<file path="src/rtl/cpu_pkg.sv">
// Shared definitions for the multi-cycle CPU: field positions, opcodes, FSM states
// and the immediate sign-extension helper.
package cpu_pkg;

  localparam int XLEN    = 32;
  localparam int OP_LSB  = 28;
  localparam int OP_W    = 4;
  localparam int RD_LSB  = 25;
  localparam int RS1_LSB = 22;
  localparam int RS2_LSB = 19;
  localparam int IMM_LSB = 0;
  localparam int IMM_W   = 16;

  typedef enum logic [3:0] {
    OP_NOP  = 4'd0,
    OP_ADD  = 4'd1,
    OP_SUB  = 4'd2,
    OP_AND  = 4'd3,
    OP_OR   = 4'd4,
    OP_XOR  = 4'd5,
    OP_ADDI = 4'd6,
    OP_LUI  = 4'd7,
    OP_LW   = 4'd8,
    OP_SW   = 4'd9,
    OP_BEQ  = 4'd10,
    OP_BNE  = 4'd11,
    OP_JAL  = 4'd12,
    OP_HALT = 4'd15
  } opcode_e;

  typedef enum logic [2:0] {
    S_FETCH  = 3'd0,
    S_EXEC   = 3'd1,
    S_LOAD   = 3'd2,
    S_STORE  = 3'd3,
    S_HALTED = 3'd4
  } state_e;

  function automatic logic [XLEN-1:0] sext_imm(input logic [IMM_W-1:0] imm);
    return {{(XLEN-IMM_W){imm[IMM_W-1]}}, imm};
  endfunction

endpackage

</file>
<file path="src/rtl/cpu_regfile.sv">
// General register file: two combinational read ports, one synchronous write port,
// entry 0 reads as zero and ignores writes.
module cpu_regfile
  import cpu_pkg::*;
#(
  parameter int NREGS = 8,
  localparam int AW   = $clog2(NREGS)
) (
  input  logic            clk_i,
  input  logic            rst_i,
  input  logic            we_i,
  input  logic [AW-1:0]   waddr_i,
  input  logic [XLEN-1:0] wdata_i,
  input  logic [AW-1:0]   raddr1_i,
  output logic [XLEN-1:0] rdata1_o,
  input  logic [AW-1:0]   raddr2_i,
  output logic [XLEN-1:0] rdata2_o
);

  logic [XLEN-1:0] regs_q [NREGS];

  // register storage with asynchronous clear
  always_ff @(posedge clk_i or posedge rst_i) begin
    if (rst_i) begin
      for (int i = 0; i < NREGS; i++) begin
        regs_q[i] <= {XLEN{1'b0}};
      end
    end else if (we_i && (waddr_i != {AW{1'b0}})) begin
      regs_q[waddr_i] <= wdata_i;
    end
  end

  assign rdata1_o = (raddr1_i == {AW{1'b0}}) ? {XLEN{1'b0}} : regs_q[raddr1_i];
  assign rdata2_o = (raddr2_i == {AW{1'b0}}) ? {XLEN{1'b0}} : regs_q[raddr2_i];

endmodule

</file>
<file path="src/rtl/cpu_top.sv">
// Multi-cycle CPU core: FETCH/EXEC/LOAD/STORE/HALTED FSM, PC, instruction register
// and ALU; all memory-port outputs come straight from flops.
module cpu_top
  import cpu_pkg::*;
#(
  parameter logic [31:0] RESET_PC = 32'h0000_0000,
  parameter int          NREGS    = 8
) (
  input  logic        clk,
  input  logic        rstn,
  output logic        instr_req,
  output logic [31:0] instr_addr,
  input  logic        instr_valid,
  input  logic [31:0] instr_rdata,
  output logic        rd_req,
  output logic [31:0] rd_addr,
  input  logic        rd_valid,
  input  logic [31:0] rd_rdata,
  output logic        wr_req,
  output logic [31:0] wr_addr,
  output logic [31:0] wr_data,
  input  logic        wr_ack,
  output logic [31:0] pc,
  output logic        halted
);

  localparam int AW = $clog2(NREGS);
  localparam logic [XLEN-1:0] WORD_MASK = 32'hFFFF_FFFC;

  state_e          state_q, state_d;
  logic [XLEN-1:0] pc_q, pc_d, ir_q, ir_d;
  logic [XLEN-1:0] instr_addr_q, instr_addr_d, rd_addr_q, rd_addr_d;
  logic [XLEN-1:0] wr_addr_q, wr_addr_d, wr_data_q, wr_data_d;
  logic            instr_req_q, instr_req_d, rd_req_q, rd_req_d;
  logic            wr_req_q, wr_req_d, halted_q, halted_d;

  logic [3:0]      opcode_s;
  logic [AW-1:0]   rd_s, rs1_s, rs2_s;
  logic [XLEN-1:0] rs1_val_s, rs2_val_s, imm_s, alu_s, ea_s, pc_plus4_s, br_target_s;
  logic            rf_we_s;
  logic [XLEN-1:0] rf_wdata_s;
  logic            unused_s;

  assign opcode_s    = ir_q[OP_LSB +: OP_W];
  assign rd_s        = ir_q[RD_LSB +: AW];
  assign rs1_s       = ir_q[RS1_LSB +: AW];
  assign rs2_s       = ir_q[RS2_LSB +: AW];
  assign imm_s       = sext_imm(ir_q[IMM_LSB +: IMM_W]);
  assign ea_s        = (rs1_val_s + imm_s) & WORD_MASK;
  assign pc_plus4_s  = pc_q + 32'd4;
  assign br_target_s = pc_plus4_s + (imm_s << 2);
  assign unused_s    = ^ir_q[18:16];

  cpu_regfile #(.NREGS(NREGS)) u_regfile (
    .clk_i    (clk),
    .rst_i    (rstn),
    .we_i     (rf_we_s),
    .waddr_i  (rd_s),
    .wdata_i  (rf_wdata_s),
    .raddr1_i (rs1_s),
    .rdata1_o (rs1_val_s),
    .raddr2_i (rs2_s),
    .rdata2_o (rs2_val_s)
  );

  // ALU result for register-writing arithmetic/logic opcodes
  always_comb begin
    alu_s = {XLEN{1'b0}};
    case (opcode_s)
      OP_ADD:  alu_s = rs1_val_s + rs2_val_s;
      OP_SUB:  alu_s = rs1_val_s - rs2_val_s;
      OP_AND:  alu_s = rs1_val_s & rs2_val_s;
      OP_OR:   alu_s = rs1_val_s | rs2_val_s;
      OP_XOR:  alu_s = rs1_val_s ^ rs2_val_s;
      OP_ADDI: alu_s = rs1_val_s + imm_s;
      OP_LUI:  alu_s = {ir_q[IMM_LSB +: IMM_W], 16'h0000};
      default: alu_s = {XLEN{1'b0}};
    endcase
  end

  // next-state, PC, register write-back and port-register values
  always_comb begin
    state_d    = state_q;
    pc_d       = pc_q;
    ir_d       = ir_q;
    rd_addr_d  = rd_addr_q;
    wr_addr_d  = wr_addr_q;
    wr_data_d  = wr_data_q;
    rf_we_s    = 1'b0;
    rf_wdata_s = alu_s;
    case (state_q)
      S_FETCH: begin
        if (instr_req_q && instr_valid) begin
          ir_d    = instr_rdata;
          state_d = S_EXEC;
        end else begin
          state_d = S_FETCH;
        end
      end
      S_EXEC: begin
        state_d = S_FETCH;
        pc_d    = pc_plus4_s;
        case (opcode_s)
          OP_ADD, OP_SUB, OP_AND, OP_OR, OP_XOR, OP_ADDI, OP_LUI: rf_we_s = 1'b1;
          OP_LW: begin
            rd_addr_d = ea_s;
            pc_d      = pc_q;
            state_d   = S_LOAD;
          end
          OP_SW: begin
            wr_addr_d = ea_s;
            wr_data_d = rs2_val_s;
            pc_d      = pc_q;
            state_d   = S_STORE;
          end
          OP_BEQ:  pc_d = (rs1_val_s == rs2_val_s) ? br_target_s : pc_plus4_s;
          OP_BNE:  pc_d = (rs1_val_s != rs2_val_s) ? br_target_s : pc_plus4_s;
          OP_JAL: begin
            rf_we_s    = 1'b1;
            rf_wdata_s = pc_plus4_s;
            pc_d       = br_target_s;
          end
          OP_HALT: begin
            pc_d    = pc_q;
            state_d = S_HALTED;
          end
          default: pc_d = pc_plus4_s;
        endcase
      end
      S_LOAD: begin
        if (rd_req_q && rd_valid) begin
          rf_we_s    = 1'b1;
          rf_wdata_s = rd_rdata;
          pc_d       = pc_plus4_s;
          state_d    = S_FETCH;
        end else begin
          state_d = S_LOAD;
        end
      end
      S_STORE: begin
        if (wr_req_q && wr_ack) begin
          pc_d    = pc_plus4_s;
          state_d = S_FETCH;
        end else begin
          state_d = S_STORE;
        end
      end
      S_HALTED: state_d = S_HALTED;
      default:  state_d = S_FETCH;
    endcase
    // requests follow the state being entered so they rise together with it
    instr_req_d  = (state_d == S_FETCH);
    rd_req_d     = (state_d == S_LOAD);
    wr_req_d     = (state_d == S_STORE);
    halted_d     = (state_d == S_HALTED);
    instr_addr_d = (state_d == S_FETCH) ? pc_d : instr_addr_q;
  end

  // state, PC, instruction and port registers
  always_ff @(posedge clk or posedge rstn) begin
    if (rstn) begin
      state_q      <= S_FETCH;
      pc_q         <= RESET_PC;
      ir_q         <= {XLEN{1'b0}};
      instr_req_q  <= 1'b0;
      instr_addr_q <= {XLEN{1'b0}};
      rd_req_q     <= 1'b0;
      rd_addr_q    <= {XLEN{1'b0}};
      wr_req_q     <= 1'b0;
      wr_addr_q    <= {XLEN{1'b0}};
      wr_data_q    <= {XLEN{1'b0}};
      halted_q     <= 1'b0;
    end else begin
      state_q      <= state_d;
      pc_q         <= pc_d;
      ir_q         <= ir_d;
      instr_req_q  <= instr_req_d;
      instr_addr_q <= instr_addr_d;
      rd_req_q     <= rd_req_d;
      rd_addr_q    <= rd_addr_d;
      wr_req_q     <= wr_req_d;
      wr_addr_q    <= wr_addr_d;
      wr_data_q    <= wr_data_d;
      halted_q     <= halted_d;
    end
  end

  assign instr_req  = instr_req_q;
  assign instr_addr = instr_addr_q;
  assign rd_req     = rd_req_q;
  assign rd_addr    = rd_addr_q;
  assign wr_req     = wr_req_q;
  assign wr_addr    = wr_addr_q;
  assign wr_data    = wr_data_q;
  assign pc         = pc_q;
  assign halted     = halted_q;

endmodule

</file>
<file path="config.mk">
export PLATFORM = sky130hd
export DESIGN_NAME = cpu_top
export DESIGN_NICKNAME = d
export VERILOG_FILES = /design/src/rtl/cpu_pkg.sv /design/src/rtl/cpu_regfile.sv /design/src/rtl/cpu_top.sv
export SDC_FILE = /design/constraint.sdc
export NUM_CORES = 1
export LEC_CHECK = 0
export CORE_AREA = 2 2 316 318
export CTS_CLUSTER_SIZE = 16
export DETAILED_ROUTE_END_ITERATION = 8
export DIE_AREA = 0 0 318 320
export SKIP_CTS_REPAIR_TIMING = 1
export SYNTH_ARGS = -nofsm -noshare
export SYNTH_HDL_FRONTEND = slang
export SYNTH_SLANG_ARGS = --single-unit
</file>
<file path="constraint.sdc">
create_clock -name clk -period 12.6 [get_ports clk]
set_input_delay 1.26 -clock clk [delete_from_list [all_inputs] [get_ports clk]]
set_output_delay 1.26 -clock clk [all_outputs]
set_load 0.005 [all_outputs]
</file>
# Word-level counts from Yosys, hierarchy flattened
# Index checks and enable logic that the tools add are counted.
[op_classes]
n_addsub = 5
magnitude_cmp = 4
n_eq_ne = 22
muxes = 29
bitwise_logic = 6
reduce_logical = 15
[op_table]
columns = ["op", "n"]
rows = [
  ["32-bit two-way mux", 13],
  ["256-bit bitwise mux", 1],
  ["32-bit one-hot mux with 7 select lines", 1],
  ["32-bit binary-select mux with 3-bit select", 2],
  ["32-bit one-hot mux with 4 select lines", 1],
  ["32-bit adder", 3],
  ["32-bit demux with 3-bit select", 1],
  ["32-bit one-hot mux with 3 select lines", 1],
  ["32-bit one-hot mux with 2 select lines", 1],
  ["32-bit by 3-bit adder with 32-bit output (second input constant)", 1],
  ["32-bit AND", 1],
  ["32-bit equality test", 1],
  ["32-bit != test", 1],
  ["32-bit bitwise OR", 1],
  ["32-bit subtractor", 1],
  ["32-bit bitwise XOR", 1],
  ["4-bit equality test (second input constant)", 6],
  ["4-bit by 3-bit equality test with 1-bit output (second input constant)", 4],
  ["3-bit one-hot mux with 5 select lines", 1],
  ["3-bit by 2-bit equality test with 1-bit output (second input constant)", 4],
  ["4-bit >= comparator (second input constant)", 3],
  ["3-bit logical NOT", 4],
  ["3-bit inverter with 4-bit output", 3],
  ["3-bit one-hot mux with 3 select lines", 1],
  ["13 further kinds", 24],
]
[word_totals]
regBits = 451
in_bits = 69
word_cells = 100

# Longest topological paths before layout
[logic_depth]
depth_word = 10
ltp_mapped = 23

# Hierarchy
# Synthesis repeated with hierarchy kept, for this count alone.
[hier_totals]
cells_unflattened = 2843
hier_area_um2 = 28343.4
[modules_own_cells]
columns = ["module", "n_inst", "cells_each", "area_each_um2", "seq_area_each_um2"]
rows = [
  ["cpu_top", 1, 1967, 16235.6, 4704.5],
  ["cpu_regfile", 1, 876, 12107.9, 5605.4],
]

# Worst setup path before layout
# No wires, ideal clock.
[synth_timing]
path_kind = "register -> register"
startpoint = "register ir_q[19]"
endpoint = "register u_regfile.regs_q[222] (netlist bit)"
setup_time_ps = 154
t_arrival_ps = 5987
required_ps = 12446
setup_slack_ps = 6458
stages_incl_launch_ff = 23
n_path_buf = 7
period_less_slack_ps = 6142
cell_sequence = "dfrtp_1 > buf_4 > buf_4 > buf_1 > buf_1 > clkbuf_1 > clkbuf_1 > a221oi_1 > a21oi_1 > inv_1 > ha_1 > clkbuf_1 > a21o_1 > a21oi_1 > a32oi_1 > a2111oi_1 > o31ai_1 > a21o_1 > o311ai_0 > o211a_1 > o211ai_1 > a222oi_1 > a21oi_1"
[synth_between]
elab_chain_len = 10
[synth_rtl]
columns = ["item", "line_no", "rtl"]
rows = [
  ["from (decl)", "cpu_top.sv:31", "logic [XLEN-1:0] pc_q, pc_d, ir_q, ir_d;"],
  ["from (signal assigned)", "cpu_top.sv:164", "ir_q <= {XLEN{1'b0}};"],
  ["from (signal assigned)", "cpu_top.sv:176", "ir_q <= ir_d;"],
  ["3-bit inverter with 4-bit output (not written as such)", "cpu_regfile.sv:34", "assign rdata2_o = (raddr2_i == {AW{1'b0}}) ? {XLEN{1'b0}} : regs_q[raddr2_i];"],
  ["32-bit binary-select mux with 3-bit select", "cpu_regfile.sv:34", ""],
  ["32-bit two-way mux (not written as such) (2 in series)", "cpu_regfile.sv:34", ""],
  ["32-bit two-way mux (*)", "cpu_regfile.sv:34", ""],
  ["named net rs2_val_s[4]", "cpu_top.sv:39", "logic [XLEN-1:0] rs1_val_s, rs2_val_s, imm_s, alu_s, ea_s, pc_plus4_s, br_target_s;"],
  ["32-bit subtractor or 32-bit adder (tied branches)", "cpu_top.sv:71, cpu_top.sv:70", ""],
  ["32-bit one-hot mux with 7 select lines (*)", "cpu_top.sv:69", "case (opcode_s)"],
  ["32-bit two-way mux, on equally long branches", "cpu_top.sv:131, cpu_top.sv:103", ""],
  ["32-bit one-hot mux with 2 select lines (*)", "cpu_top.sv:91", "case (state_q)"],
  ["256-bit bitwise mux (*)", "cpu_regfile.sv:29", "regs_q[waddr_i] <= wdata_i;"],
  ["to (signal, indexed assignment)", "cpu_regfile.sv:26", "regs_q[i] <= {XLEN{1'b0}};"],
  ["to (signal, indexed assignment)", "cpu_regfile.sv:29", ""],
  ["to (decl)", "cpu_regfile.sv:20", "logic [XLEN-1:0] regs_q [NREGS];"],
]
# The timed path passes the listed nets; every way through them passes the cells marked *. The select of a mux whose other input is x is not followed.
# A chain may end at the register's enable or synchronous reset.

# Worst setup path in the final report
[layout_timing]
startpoint = "register ir_q[20]"
endpoint = "register u_regfile.regs_q[187] (netlist bit)"
# Same word-level chain as after synthesis.

==> impl_metrics.toml <==
[drt]
via_count = 26800
ant_nets = 0
dr.pass1.iters = 9
drt_iter0_markers = 3405
drc = 0
wl_um = 114000
drt-wirelength-per-cell_um = 24.2
via_per_inst = 5.69

[setup_path]
crit_family = "compound AO/OA/AOI/OAI gates"
path_max_fanout = 35
crit_top_cell = "a21oi_1"
cp_num_buf_inv = 2
critPathSlowestCell = "dfrtp_2"
cp_data_required_time_ns = 13.05
start_kind = "register"
cp-end-kind = "register"
worstSetupPathType = "register to register"
worst-endpoint-arrival_ns = 8.27
cp_cell_sequence = "buf_4 > nor2b_2 > a221oi_1 > a21oi_1 > inv_1 > ha_1 > nor2b_1 > o31ai_1 > a21oi_1 > nor4_1 > o31ai_1 > a21oi_1 > nor4_1 > or3_1 > xor2_1 > a221oi_1 > o21ai_0"
cp.depth = 17
cp_slowest_stage_delay_ns = 0.92
reg2regPathDepth = 17

[job]
maxCapViolations = 0

[synth]
ys_top_cells_by_area = "dfrtp_1, o21ai_0, ha_1"
postSynthCellCount = 3309
ys_ff_latch = 412
synth_top_area_cell = "dfrtp_1"
synth_area_per_cell_sq_um = 8.83
async_flop_share = 1.00
synth_edf_count = 0
yosys_warnings = 0
synth.cell_area_sq_um = 29200
synth.distinct_cells = 88
synth.yosys.seq_area_share = 0.353
synth_ff_type = "dfrtp_1"
synth_top_area_frac = 0.353

[timing]
min_period_ns = 7.82
finalSetupViolations = 0
fmax_mhz = 128
finalHoldViolations = 0
tns_ns = 0
report.final.slew_viol_count = 0
period_share = 0.621
relSlewSlack = 0.0720
worstMarginPinSlew_ns = 1.38
finalClockSkew_ns = 0.0425
rsz0062_at_grt = "false"

[power]
cellLeakagePower_uw = 0.0143
seqPwrFrac = 0.228
ir_worst_vdd_mv = 0.127
p_int_uw = 5180
swShare = 0.520
p_per_area_nw_per_um2 = 316
power_frac_clock = 0.133
p_total_uw = 10800
netSwitchingPower_uw = 5620
combPwrFrac = 0.639

[floorplan]
core-area_sq_um = 98000
num_rows = 115
die_x_um = 318
pin_count = 233
chipHeight_um = 320
initial_core_util = 0.298
die_area_sq_um = 102000

[finish]
layout_commonest_cell = "nand2_1"
synthToLayoutAreaGrowth_pct = 17.0
drive_above_1_share = 0.117
final_cell_mix = "nand2_1, dfrtp_1, o21ai_0, clkdlybuf4s50_1, a21oi_1"
layout.cells.non_filler = 4718
stdcell_area_sq_um = 34200
antenna_cells = 0
fin_nets = 3621

[clocking]
clock_sinks = 412
cts_buffer_depth = 3
cts-root-buf = "clkbuf_16"
cts.htree.levels = 2
worstSkewPairLatency_ns = 0.64
cts_tree = "done"
clkTransAtPathRegs_ns = 0.06
numCtsBuffers = 47

[grt]
grt_pass1_wl_um = 168000
overflow = 0
grt_pass1_vias = 25700
grt_max_degree = 160
grt_use_total = 0.217
antenna_found_initial = 7

[placement]
gp_congestion = 1.02
post_dp_cell_area_sq_um = 32600
dp_cells = 4635
dp.final_hpwl_um = 85200
portBuffers = 221

[hold_path]
hold_depth = 2
hold_class = "register to register"

[outcome]
outcome = "completed"
## cell type report
cell class	instances	area, sq um
inverters	149	563
clock buffers	61	1280
flip-flops and latches	412	10300
clock inverters	22	317
repair buffers	271	2600
fillers	10100	63800
well taps	1287	1610
multi-input cells	2516	17500
## registers in the layout, indices dropped and copies added, names as in the netlist
signal / cells
instr_req: 1
pc: 30
instr_addr: 30
halted: 1
u_regfile.regs_q: 224
ir_q: 29
wr_req: 1
rd_req: 1
wr_data: 32
state_q: 3
wr_addr: 30
rd_addr: 30
## Yosys cell counts (47+ instances only)
cell type and number:
xnor2_1 73, clkbuf_1 191, inv_1 149, nand3_1 47
mux2_2 164, dfrtp_1 412, a21oi_1 218, nor2_1 176
mux4_2 53, o21ai_0 378, ha_1 151, nand2_1 452
a221oi_1 64
## tightest hold or removal path, cell delays in order, from the launching register on
cell	delay, ns
dfrtp_1	0.34
nand2_1	0.05
nand2_1	0.05
## metrics by stage
stage | util | hold WS (ns) | worst slack [ns]
after detailed placement | 0.332 | 0.464 | 5.14
after global placement | 0.332 | 0.459 | 5.19
after floorplan | - | 0.459 | 5.79
final | 0.349 | 0.471 | 4.78
after global routing | 0.349 | 0.495 | 4.62
after CTS | 0.349 | 0.479 | 5.10
## power groups by stage
| stage | sequential [uW] | combinational [uW] | clock, uW |
|---|---|---|---|
| 2_1_floorplan | 2150 | 4450 | 0 |
| 3_3_place_gp | 2450 | 6670 | 0 |
| 3_5_place_dp | 2470 | 6700 | 0 |
| 4_1_cts | 2450 | 6730 | 1470 |
| 5_1_grt | 2540 | 7380 | 1520 |
| 6_report | 2470 | 6910 | 1440 |
## layer usage
layer  GRT usage  share of wire
met3      0.0462          0.090
met4      0.0778          0.036
met5           0       0.000096
met2       0.341           0.45
met1       0.294           0.43
## logic make-up after synthesis
| kind of cell | synth area share |
|---|---|
| simple gates | 0.141 |
| other cells | 0.000128 |
| mux | 0.115 |
| buf+inv | 0.0530 |
| compound gates | 0.237 |
| xor+xnor | 0.0321 |
| flops | 0.353 |
| fa+ha+maj | 0.0685 |
## final timing paths
kind,from,slack [ns],endpoint
min in group asynchronous,rstn,1.30,u_regfile.regs_q[25]
worst min-delay path,wr_addr[29],0.47,wr_addr[29]
max in group asynchronous,rstn,9.12,ir_q[1]
worst max-delay path,ir_q[20],4.78,u_regfile.regs_q[187]
worst max register to register,ir_q[20],4.78,u_regfile.regs_q[187]
worst min register to register,wr_addr[29],0.47,wr_addr[29]
No activity file was read; power rests on OpenSTA's default activity.
